**src/rtl/seg7_scan_driver_if.sv**
```systemverilog
// Display-side bundle for seg7_scan_driver.
//   value    : 16-bit display word, nibble k drives digit k (digit 0 rightmost)
//   dp_en    : per-digit decimal-point enable
//   blank_lz : blank leading zeros when set
//   an       : anode enables, active-low, an[k] selects digit k
//   seg      : cathodes {g,f,e,d,c,b,a}, active-low
//   dp       : decimal-point cathode, active-low
//   frame    : one-cycle pulse following each snapshot of the inputs
// The master drives the display word; the slave is the scan driver.
interface seg7_scan_driver_if;
   logic [15:0] value;
   logic [3:0]  dp_en;
   logic        blank_lz;
   logic [3:0]  an;
   logic [6:0]  seg;
   logic        dp;
   logic        frame;

   modport master (
      output value, dp_en, blank_lz,
      input  an, seg, dp, frame
   );

   modport slave (
      input  value, dp_en, blank_lz,
      output an, seg, dp, frame
   );
endinterface

```
**src/rtl/seg7_scan_driver.sv**
```systemverilog
// Four-digit time-multiplexed seven-segment driver for a common-anode display.
// One digit is lit at a time for SCAN_PERIOD cycles, order 0,1,2,3. The display
// inputs are snapshotted once per frame so a mid-frame update never tears.
// Ports:
//   clk  : system clock
//   rst  : synchronous active-high reset
//   bus  : seg7_scan_driver_if.slave (value/dp_en/blank_lz in, an/seg/dp/frame out)
//
// state   | meaning
// --------+-------------------------------------------------------------
// ST_DARK | no snapshot since reset; display dark until the first tick
// ST_SCAN | shadow valid; idx walks digits 0..3, snapshot on idx 3 tick
module seg7_scan_driver #(
   parameter int SCAN_PERIOD = 100_000
) (
   input logic                clk,
   input logic                rst,
   seg7_scan_driver_if.slave  bus
);

   localparam int              CNT_W    = $clog2(SCAN_PERIOD);
   localparam logic [CNT_W-1:0] CNT_LAST = CNT_W'(SCAN_PERIOD - 1);

   typedef enum logic {
      ST_DARK = 1'b0,
      ST_SCAN = 1'b1
   } state_t;

   state_t           state;
   logic [CNT_W-1:0] cnt;
   logic [1:0]       idx;
   logic [15:0]      sh_value;
   logic [3:0]       sh_dp_en;
   logic             sh_blank_lz;

   logic [3:0]       an_q;
   logic [6:0]       seg_q;
   logic             dp_q;
   logic             frame_q;

   logic             tick;
   logic             snap;
   logic [3:0]       zero_from;
   logic [3:0]       nib;
   logic             blank;
   logic [3:0]       an_d;
   logic [6:0]       seg_d;
   logic             dp_d;

   function automatic logic [6:0] decode(input logic [3:0] n);
      logic [6:0] s;
      case (n)
         4'h0: s = 7'h40;
         4'h1: s = 7'h79;
         4'h2: s = 7'h24;
         4'h3: s = 7'h30;
         4'h4: s = 7'h19;
         4'h5: s = 7'h12;
         4'h6: s = 7'h02;
         4'h7: s = 7'h78;
         4'h8: s = 7'h00;
         4'h9: s = 7'h10;
         4'hA: s = 7'h08;
         4'hB: s = 7'h03;
         4'hC: s = 7'h46;
         4'hD: s = 7'h21;
         4'hE: s = 7'h06;
         default: s = 7'h0E;
      endcase
      return s;
   endfunction

   assign tick = (cnt == CNT_LAST);
   assign snap = tick && ((state == ST_DARK) || (idx == 2'd3));

   // zero_from[k]: shadow nibbles k..3 are all zero
   always_comb begin
      zero_from    = '0;
      zero_from[3] = (sh_value[15:12] == 4'h0);
      zero_from[2] = zero_from[3] && (sh_value[11:8] == 4'h0);
      zero_from[1] = zero_from[2] && (sh_value[7:4]  == 4'h0);
      zero_from[0] = zero_from[1] && (sh_value[3:0]  == 4'h0);
   end

   // Next output values are derived from the registered idx/shadow, so the
   // pins follow a tick-driven update by exactly one cycle.
   always_comb begin
      case (idx)
         2'd0:    nib = sh_value[3:0];
         2'd1:    nib = sh_value[7:4];
         2'd2:    nib = sh_value[11:8];
         default: nib = sh_value[15:12];
      endcase
      blank = (state == ST_DARK) ||
              (sh_blank_lz && (idx != 2'd0) && zero_from[idx]);
      an_d  = blank ? 4'hF  : ~(4'b0001 << idx);
      seg_d = blank ? 7'h7F : decode(nib);
      dp_d  = blank || !sh_dp_en[idx];
   end

   always_ff @(posedge clk) begin
      if (rst) begin
         state       <= ST_DARK;
         cnt         <= '0;
         idx         <= 2'd0;
         sh_value    <= '0;
         sh_dp_en    <= '0;
         sh_blank_lz <= 1'b0;
         an_q        <= 4'hF;
         seg_q       <= 7'h7F;
         dp_q        <= 1'b1;
         frame_q     <= 1'b0;
      end else begin
         cnt     <= tick ? '0 : cnt + CNT_W'(1);
         frame_q <= snap;
         an_q    <= an_d;
         seg_q   <= seg_d;
         dp_q    <= dp_d;
         if (tick) begin
            if (snap) begin
               state       <= ST_SCAN;
               idx         <= 2'd0;
               sh_value    <= bus.value;
               sh_dp_en    <= bus.dp_en;
               sh_blank_lz <= bus.blank_lz;
            end else begin
               idx <= idx + 2'd1;
            end
         end
      end
   end

   assign bus.an    = an_q;
   assign bus.seg   = seg_q;
   assign bus.dp    = dp_q;
   assign bus.frame = frame_q;

endmodule

```
**src/flat_wrapper.sv**
```systemverilog
// flat-port wrapper written by rule: the top's interface ports become plain ports
module seg7_scan_driver_flat 
#(
   parameter int SCAN_PERIOD = 100_000
)
  (clk, rst, bus_value, bus_dp_en, bus_blank_lz, bus_an, bus_seg, bus_dp, bus_frame);
  seg7_scan_driver_if bus_i ();
  input logic clk;
  input logic rst;
  input wire logic [$bits(bus_i.value)-1:0] bus_value;
  input wire logic [$bits(bus_i.dp_en)-1:0] bus_dp_en;
  input wire logic [$bits(bus_i.blank_lz)-1:0] bus_blank_lz;
  output wire logic [$bits(bus_i.an)-1:0] bus_an;
  output wire logic [$bits(bus_i.seg)-1:0] bus_seg;
  output wire logic [$bits(bus_i.dp)-1:0] bus_dp;
  output wire logic [$bits(bus_i.frame)-1:0] bus_frame;
  assign bus_i.value = bus_value;
  assign bus_i.dp_en = bus_dp_en;
  assign bus_i.blank_lz = bus_blank_lz;
  assign bus_an = bus_i.an;
  assign bus_seg = bus_i.seg;
  assign bus_dp = bus_i.dp;
  assign bus_frame = bus_i.frame;
  seg7_scan_driver #(.SCAN_PERIOD(SCAN_PERIOD)) u_core (.clk(clk), .rst(rst), .bus(bus_i));
endmodule
```
**config.mk**
```make
export PLATFORM = sky130hd
export DESIGN_NAME = seg7_scan_driver_flat
export DESIGN_NICKNAME = d
export VERILOG_FILES = /design/src/rtl/seg7_scan_driver_if.sv /design/src/rtl/seg7_scan_driver.sv /design/src/flat_wrapper.sv
export SDC_FILE = /design/constraint.sdc
export NUM_CORES = 1
export LEC_CHECK = 0
export CORE_MARGIN = 3
export CORE_UTILIZATION = 40
export CTS_BUF_LIST = sky130_fd_sc_hd__clkbuf_8
export CTS_CLUSTER_SIZE = 20
export DETAILED_ROUTE_END_ITERATION = 12
export SETUP_SLACK_MARGIN = 0.05
export SYNTH_ARGS = -nofsm -noshare
export SYNTH_HDL_FRONTEND = slang
export SYNTH_SLANG_ARGS = --single-unit
export TNS_END_PERCENT = 30
```
**constraint.sdc**
```tcl
create_clock -name clk -period 3.4 [get_ports clk]
set_input_delay 1.02 -clock clk [delete_from_list [all_inputs] [get_ports clk]]
set_output_delay 1.02 -clock clk [all_outputs]
set_load 0.02 [all_outputs]
```
-- Word level (Yosys, flattened, before mapping)
Memory sizes are Yosys's and may differ from the RTL's. A register that Yosys moved wholly into a read port is not among the register bits.
Cells that the tools add are included.
W data, S select, Z words.
- bits of input ports: 23
- bits in read-only memories: 112
- register bits after elaboration: 47
- output and inout port bits: 13
- word-level logic and storage cells: 45
- memories: 1
- $lt $le $gt $ge: 1
- shift-type cells: 1
- mux-type cells: 6
- equality and inequality tests: 4
- bitwise gates (word level): 2
- add/sub/neg operators: 2
- reduce and logical (&&, ||, !) cells: 19
- memory list (memory ; depth ; width ; read ports ; clocked after Yosys merged registers in ; wr ports ; line ; source):
    (name not given) ; 16 ; 7 ; 1 ; 1 ; 0 ; seg7_scan_driver.sv:52 ; case (n)
- operator list (cell ; number):
    $add A17 B1 Y17 const B ; 1
    $eq A17 B17 Y1 const B ; 1
    $logic_not A4 Y1 ; 4
    $pmux W4 S3 ; 1
    $logic_and A1 B1 Y1 ; 6
    $bmux W1 S2 ; 2
    $eq A2 B2 Y1 const B ; 2
    $not A4 Y4 ; 1
    $reduce_or A2 Y1 ; 2
    $shl A1 B2 Y4 const A ; 1
    $logic_or A1 B1 Y1 ; 3
    $lt A2 B3 Y1 const B ; 1
    $add A2 B1 Y2 const B ; 1
    $eq A2 B1 Y1 const B ; 1
    $logic_not A2 Y1 ; 1
    $mux W1 ; 2
    $mux W2 ; 1
    $reduce_and A2 Y1 ; 1
    $reduce_bool A2 Y1 ; 1
    $logic_not A1 Y1 ; 1
    $not A1 Y1 ; 1

-- Longest topological paths before layout
- depth in word-level cells: 9
- gate-level depth with buffers: 10
- gate-level depth less buffers: 10

-- Worst setup path after synthesis
OpenSTA, ideal clock, no wires.
- path type: register to register
- from: register u_core.idx[0]
- to: register u_core.seg_q[3] (netlist: u_core.bus.seg[3])
- data required time: 3.263 ns
- arrival time: 2.403 ns
- setup time: 0.137 ns
- slack: 0.859 ns
- path buffers: 1
- period minus slack after synthesis: 2.541 ns
- stages on the path, launching flop included: 11
- cells stage by stage: dfxtp_1 > ha_1 > clkbuf_1 > clkinv_1 > a21oi_1 > inv_1 > ha_1 > a211o_1 > o221a_2 > a21oi_1 > o21ai_0
- word-level cells in the longest chain between the ends: 5
- elaborated cells on any way between the ends: 11
- classes of those cells: 2 x eq/ne; 3 x mux; 6 x reduce/logical
- RTL lines (element ; line ; source):
    from (decl) ; seg7_scan_driver.sv:31 ; logic [1:0] idx;
    from (signal assigned) ; seg7_scan_driver.sv:127 ; idx <= idx + 2'd1;
    $bmux W1 S2 or $reduce_bool A2 Y1 (tied branches) ; seg7_scan_driver.sv:95 ; (sh_blank_lz && (idx != 2'd0) && zero_from[idx]);
    $mux W1 (not written as such) or $logic_and A1 B1 Y1 (tied branches) ; seg7_scan_driver.sv:95 ;
    $logic_and A1 B1 Y1 ; seg7_scan_driver.sv:95 ;
    $logic_or A1 B1 Y1 ; seg7_scan_driver.sv:94 ; blank = (state == ST_DARK) ||
    $reduce_or A2 Y1 (no source line) ; -- ;
    to (decl) ; seg7_scan_driver.sv:37 ; logic [6:0] seg_q;
Parallel ways exist; a longest one is shown, timed or not. The select of a mux whose other input is x is not followed.
A chain may end at the register's enable or synchronous reset.

-- Final worst setup path
- from: register u_core.idx[1]
- to: register u_core.seg_q[3] (netlist: u_core.bus.seg[3])
Same word-level chain as after synthesis.

==> flow_summary.json <==
{
  "run_status": "finished clean",
  "synth_enable_flop_cells": 0,
  "worst_ep_required_time_ns": 3.57,
  "ys.warnings.count": 0,
  "startpoint": "u_core.idx[1]",
  "reg2reg_from": "u_core.idx[1]",
  "max_cap_viol_count": 0,
  "cts_made_buffers": 5,
  "timing.final.hold_violations": 0,
  "place.port_buffers": 35,
  "synth.ff_latch_count": 54,
  "multiInputGateArea_mm2": 0.00140,
  "syn_area_mm2": 0.00259,
  "rsz_0062_raised_after_global_routing": "no",
  "die_area_mm2": 0.00747,
  "post-cts-setup-buffers": 0,
  "finalSetupViolCount": 0,
  "worst_setup_path_end_kind": "flip-flop",
  "design_area_mm2": 0.00307,
  "chipHeight_um": 86.4,
  "r2r.worst_path.cells": 9,
  "routabilityCongestion": 0.915,
  "r2r_slack_ns": 0.55,
  "synth.distinct_cells": 45,
  "layout_cell_share_with_drive_strength_beyond_1": 0.0536,
  "grt_pass1_vias": 2133,
  "powerDensity_mw_per_mm2": 330,
  "worst_clock_skew_ns": 0.00469,
  "register_area_mm2": 0.00108,
  "cp_max_fo": 11,
  "hold_buffers": 0,
  "clkLatencyLatePin_ns": 0.30,
  "total_leakage_power_uw": 0.000999,
  "postCtsResizedCells": 0,
  "max-slew-margin-rel": 0.385,
  "worstReg2RegEnd": "u_core.bus.seg[3]",
  "netlist.top_cell.by_area": "dfxtp_1",
  "num_rows": 28,
  "dpl_cell_area_mm2": 0.00299,
  "route.antenna.remaining_nets": 0,
  "setup.worst_path.start_class": "flip-flop",
  "x_dimension_of_the_die_um": 86.4,
  "layout.cells.most_common": "dfxtp_1",
  "tritoncts": "done",
  "htree_num_levels": 2,
  "power.ir.vdd_worst_mv": 0.189,
  "route.detailed.vias_per_inst": 5.86,
  "gr-usage-all-layers": 0.177,
  "drt_first_pass_iters": 4,
  "synth_top_area_share": 0.418,
  "place_hpwl_mm": 4.41,
  "num_vias": 2298,
  "antenna_cells_inserted": 0,
  "report.final.slew_viol_count": 0,
  "synth_ff_type": "dfxtp_1",
  "clk_path_buf_depth": 2,
  "core_area_mm2": 0.00610,
  "drt_wl_total_mm": 6.26,
  "final_min_period_over_clock_period": 0.838,
  "final_period_minus_worst_setup_slack_ns": 2.85,
  "drc_errors": 0,
  "n_fill_cell": 624,
  "cts_root_buffer": "clkbuf_8",
  "io-pin-count": 36,
  "wire_length_of_the_first_global_routing_pass_mm": 10.6,
  "number_of_clock_sinks": 54,
  "tightest_slew_ns": 0.923,
  "tns_ns": 0,
  "antenna_violations_before_repair": 0,
  "globalRouteOverflowTotal": 0,
  "drt-wirelength-per-cell_um": 16.0,
  "max_clock_freq_ghz": 0.351,
  "mappedNetlistNets": 322,
  "criticalPathCategory": "reg -> reg",
  "cp.arrival_ns": 3.02,
  "final_net_count": 349,
  "layout_overhead_on_the_synthesized_area_pct": 18.7,
  "layout.cells.most_common_list": "54 x dfxtp_1, 35 x clkdlybuf4s50_1, 31 x a21oi_1",
  "synth.area.top_cells": "dfxtp_1 42%, nand4_1 6.3%, o31ai_1 6.1%",
  "synthCells": 290,
  "synth_sequential_area_ratio": 0.418,
  "synth_async_sr_flop_share": 0,
  "cts.reportedPaths.clkPinSlew_ns": 0.09,
  "synth_area_per_cell_um2": 8.93,
  "grt_max_degree": 27,
  "worstHoldPathType": "reg -> reg",
  "drtIter0Drc": 161,
  "power.total_uw": 1010,
  "crit_end": "u_core.bus.seg[3]",
  "floorplan.initialDensity": 0.425
}
through the flow:
| stage | utilization | setup WS (ns) | instances | hold slack (ns) |
|---|---|---|---|---|
| after global routing | 0.504 | 0.264 | 392 | 0.481 |
| after global placement | 0.491 | 0.711 | 385 | 0.433 |
| after floorplan | - | 0.859 | 290 | 0.418 |
| after detailed placement | 0.491 | 0.582 | 385 | 0.452 |
| after CTS | 0.504 | 0.561 | 392 | 0.466 |
| final | 0.504 | 0.550 | 392 | 0.456 |
power breakdown:
| part | total (uW) | switching [uW] | internal [uW] |
|---|---|---|---|
| clock network | 334 | 195 | 139 |
| registers | 637 | 2.26 | 635 |
| logic | 41.4 | 14.4 | 27.0 |
worst min-delay path by stage:
| stage | startpoint | to | slack, ns | cells past startpoint |
|---|---|---|---|---|
| 5_1_grt | u_core.cnt[0] | u_core.cnt[0] | 0.48 | 1 |
| 3_5_place_dp | u_core.cnt[0] | u_core.cnt[0] | 0.45 | 1 |
| 2_1_floorplan | u_core.cnt[0] | u_core.cnt[0] | 0.42 | 1 |
| 4_1_cts | u_core.cnt[0] | u_core.cnt[0] | 0.47 | 1 |
| 6_report | u_core.cnt[0] | u_core.cnt[0] | 0.46 | 1 |
| 3_3_place_gp | u_core.cnt[0] | u_core.cnt[0] | 0.43 | 1 |
synthesized netlist by cell type, types with 3 or more instances:
library cell   n
a211o_1        3
a21oi_1       31
a222oi_1       4
and4_1         3
buf_2          5
clkbuf_1      14
dfxtp_1       54
ha_1           9
inv_1          6
mux2i_1        4
nand2_1       12
nand3_1        9
nand4_1       26
nor2_1        18
nor2b_1        7
nor3_1         4
nor4_1         7
o21ai_0        5
o221ai_1       3
o31ai_1       21
or3_1          4
xnor2_1        7
xor2_1         6
routing by layer:
| metal | global-route usage | vias up | share of wire |
|---|---|---|---|
| met3 | 0.0285 | 8 | 0.035 |
| met4 | 0.0510 | 0 | 0.013 |
| met1 | 0.251 | 1091 | 0.50 |
| li1 | - | 1158 | - |
| met5 | 0 | - | 0 |
| met2 | 0.276 | 41 | 0.45 |
worst max-delay path, stage by stage, from the launching register on:
cell      delay [ns]
dfxtp_1         0.47
ha_1            0.40
clkinv_1        0.30
a21oi_1         0.42
inv_1           0.12
ha_1            0.29
a211o_1         0.25
o221a_2         0.25
a21oi_1         0.13
o21ai_0         0.08
sequential cells by signal (all words and copies together) (netlist names):
signal / flops
u_core.bus.frame: 1
u_core.bus.seg: 7
u_core.sh_dp_en: 4
u_core.sh_blank_lz: 1
u_core.bus.dp: 1
u_core.idx: 2
u_core.sh_value: 16
u_core.cnt: 17
u_core.state: 1
u_core.bus.an: 4
logic make-up (layout without fill, tap and decap cells):
group                    count (synthesis)  in the layout  share of synthesized area
AND/OR/NAND/NOR                         99             99                      0.212
AO/OA/AOI/OAI                           82             82                      0.216
flip-flops                              54             54                      0.418
buffers and inverters                   28             55                     0.0430
XOR/XNOR                                13             13                     0.0440
adder cells (fa/ha/maj)                  9              9                     0.0435
multiplexers                             5              5                     0.0242
layout make-up:
cell class	instances	share of cell area
clock buffer	5	0.0224
clock inverter	2	0.00326
inverter	7	0.00855
multi-input combinational	208	0.455
sequential	54	0.352
tap	75	0.0305
timing repair buffer	41	0.129
No activity file was read; power rests on OpenSTA's default activity.
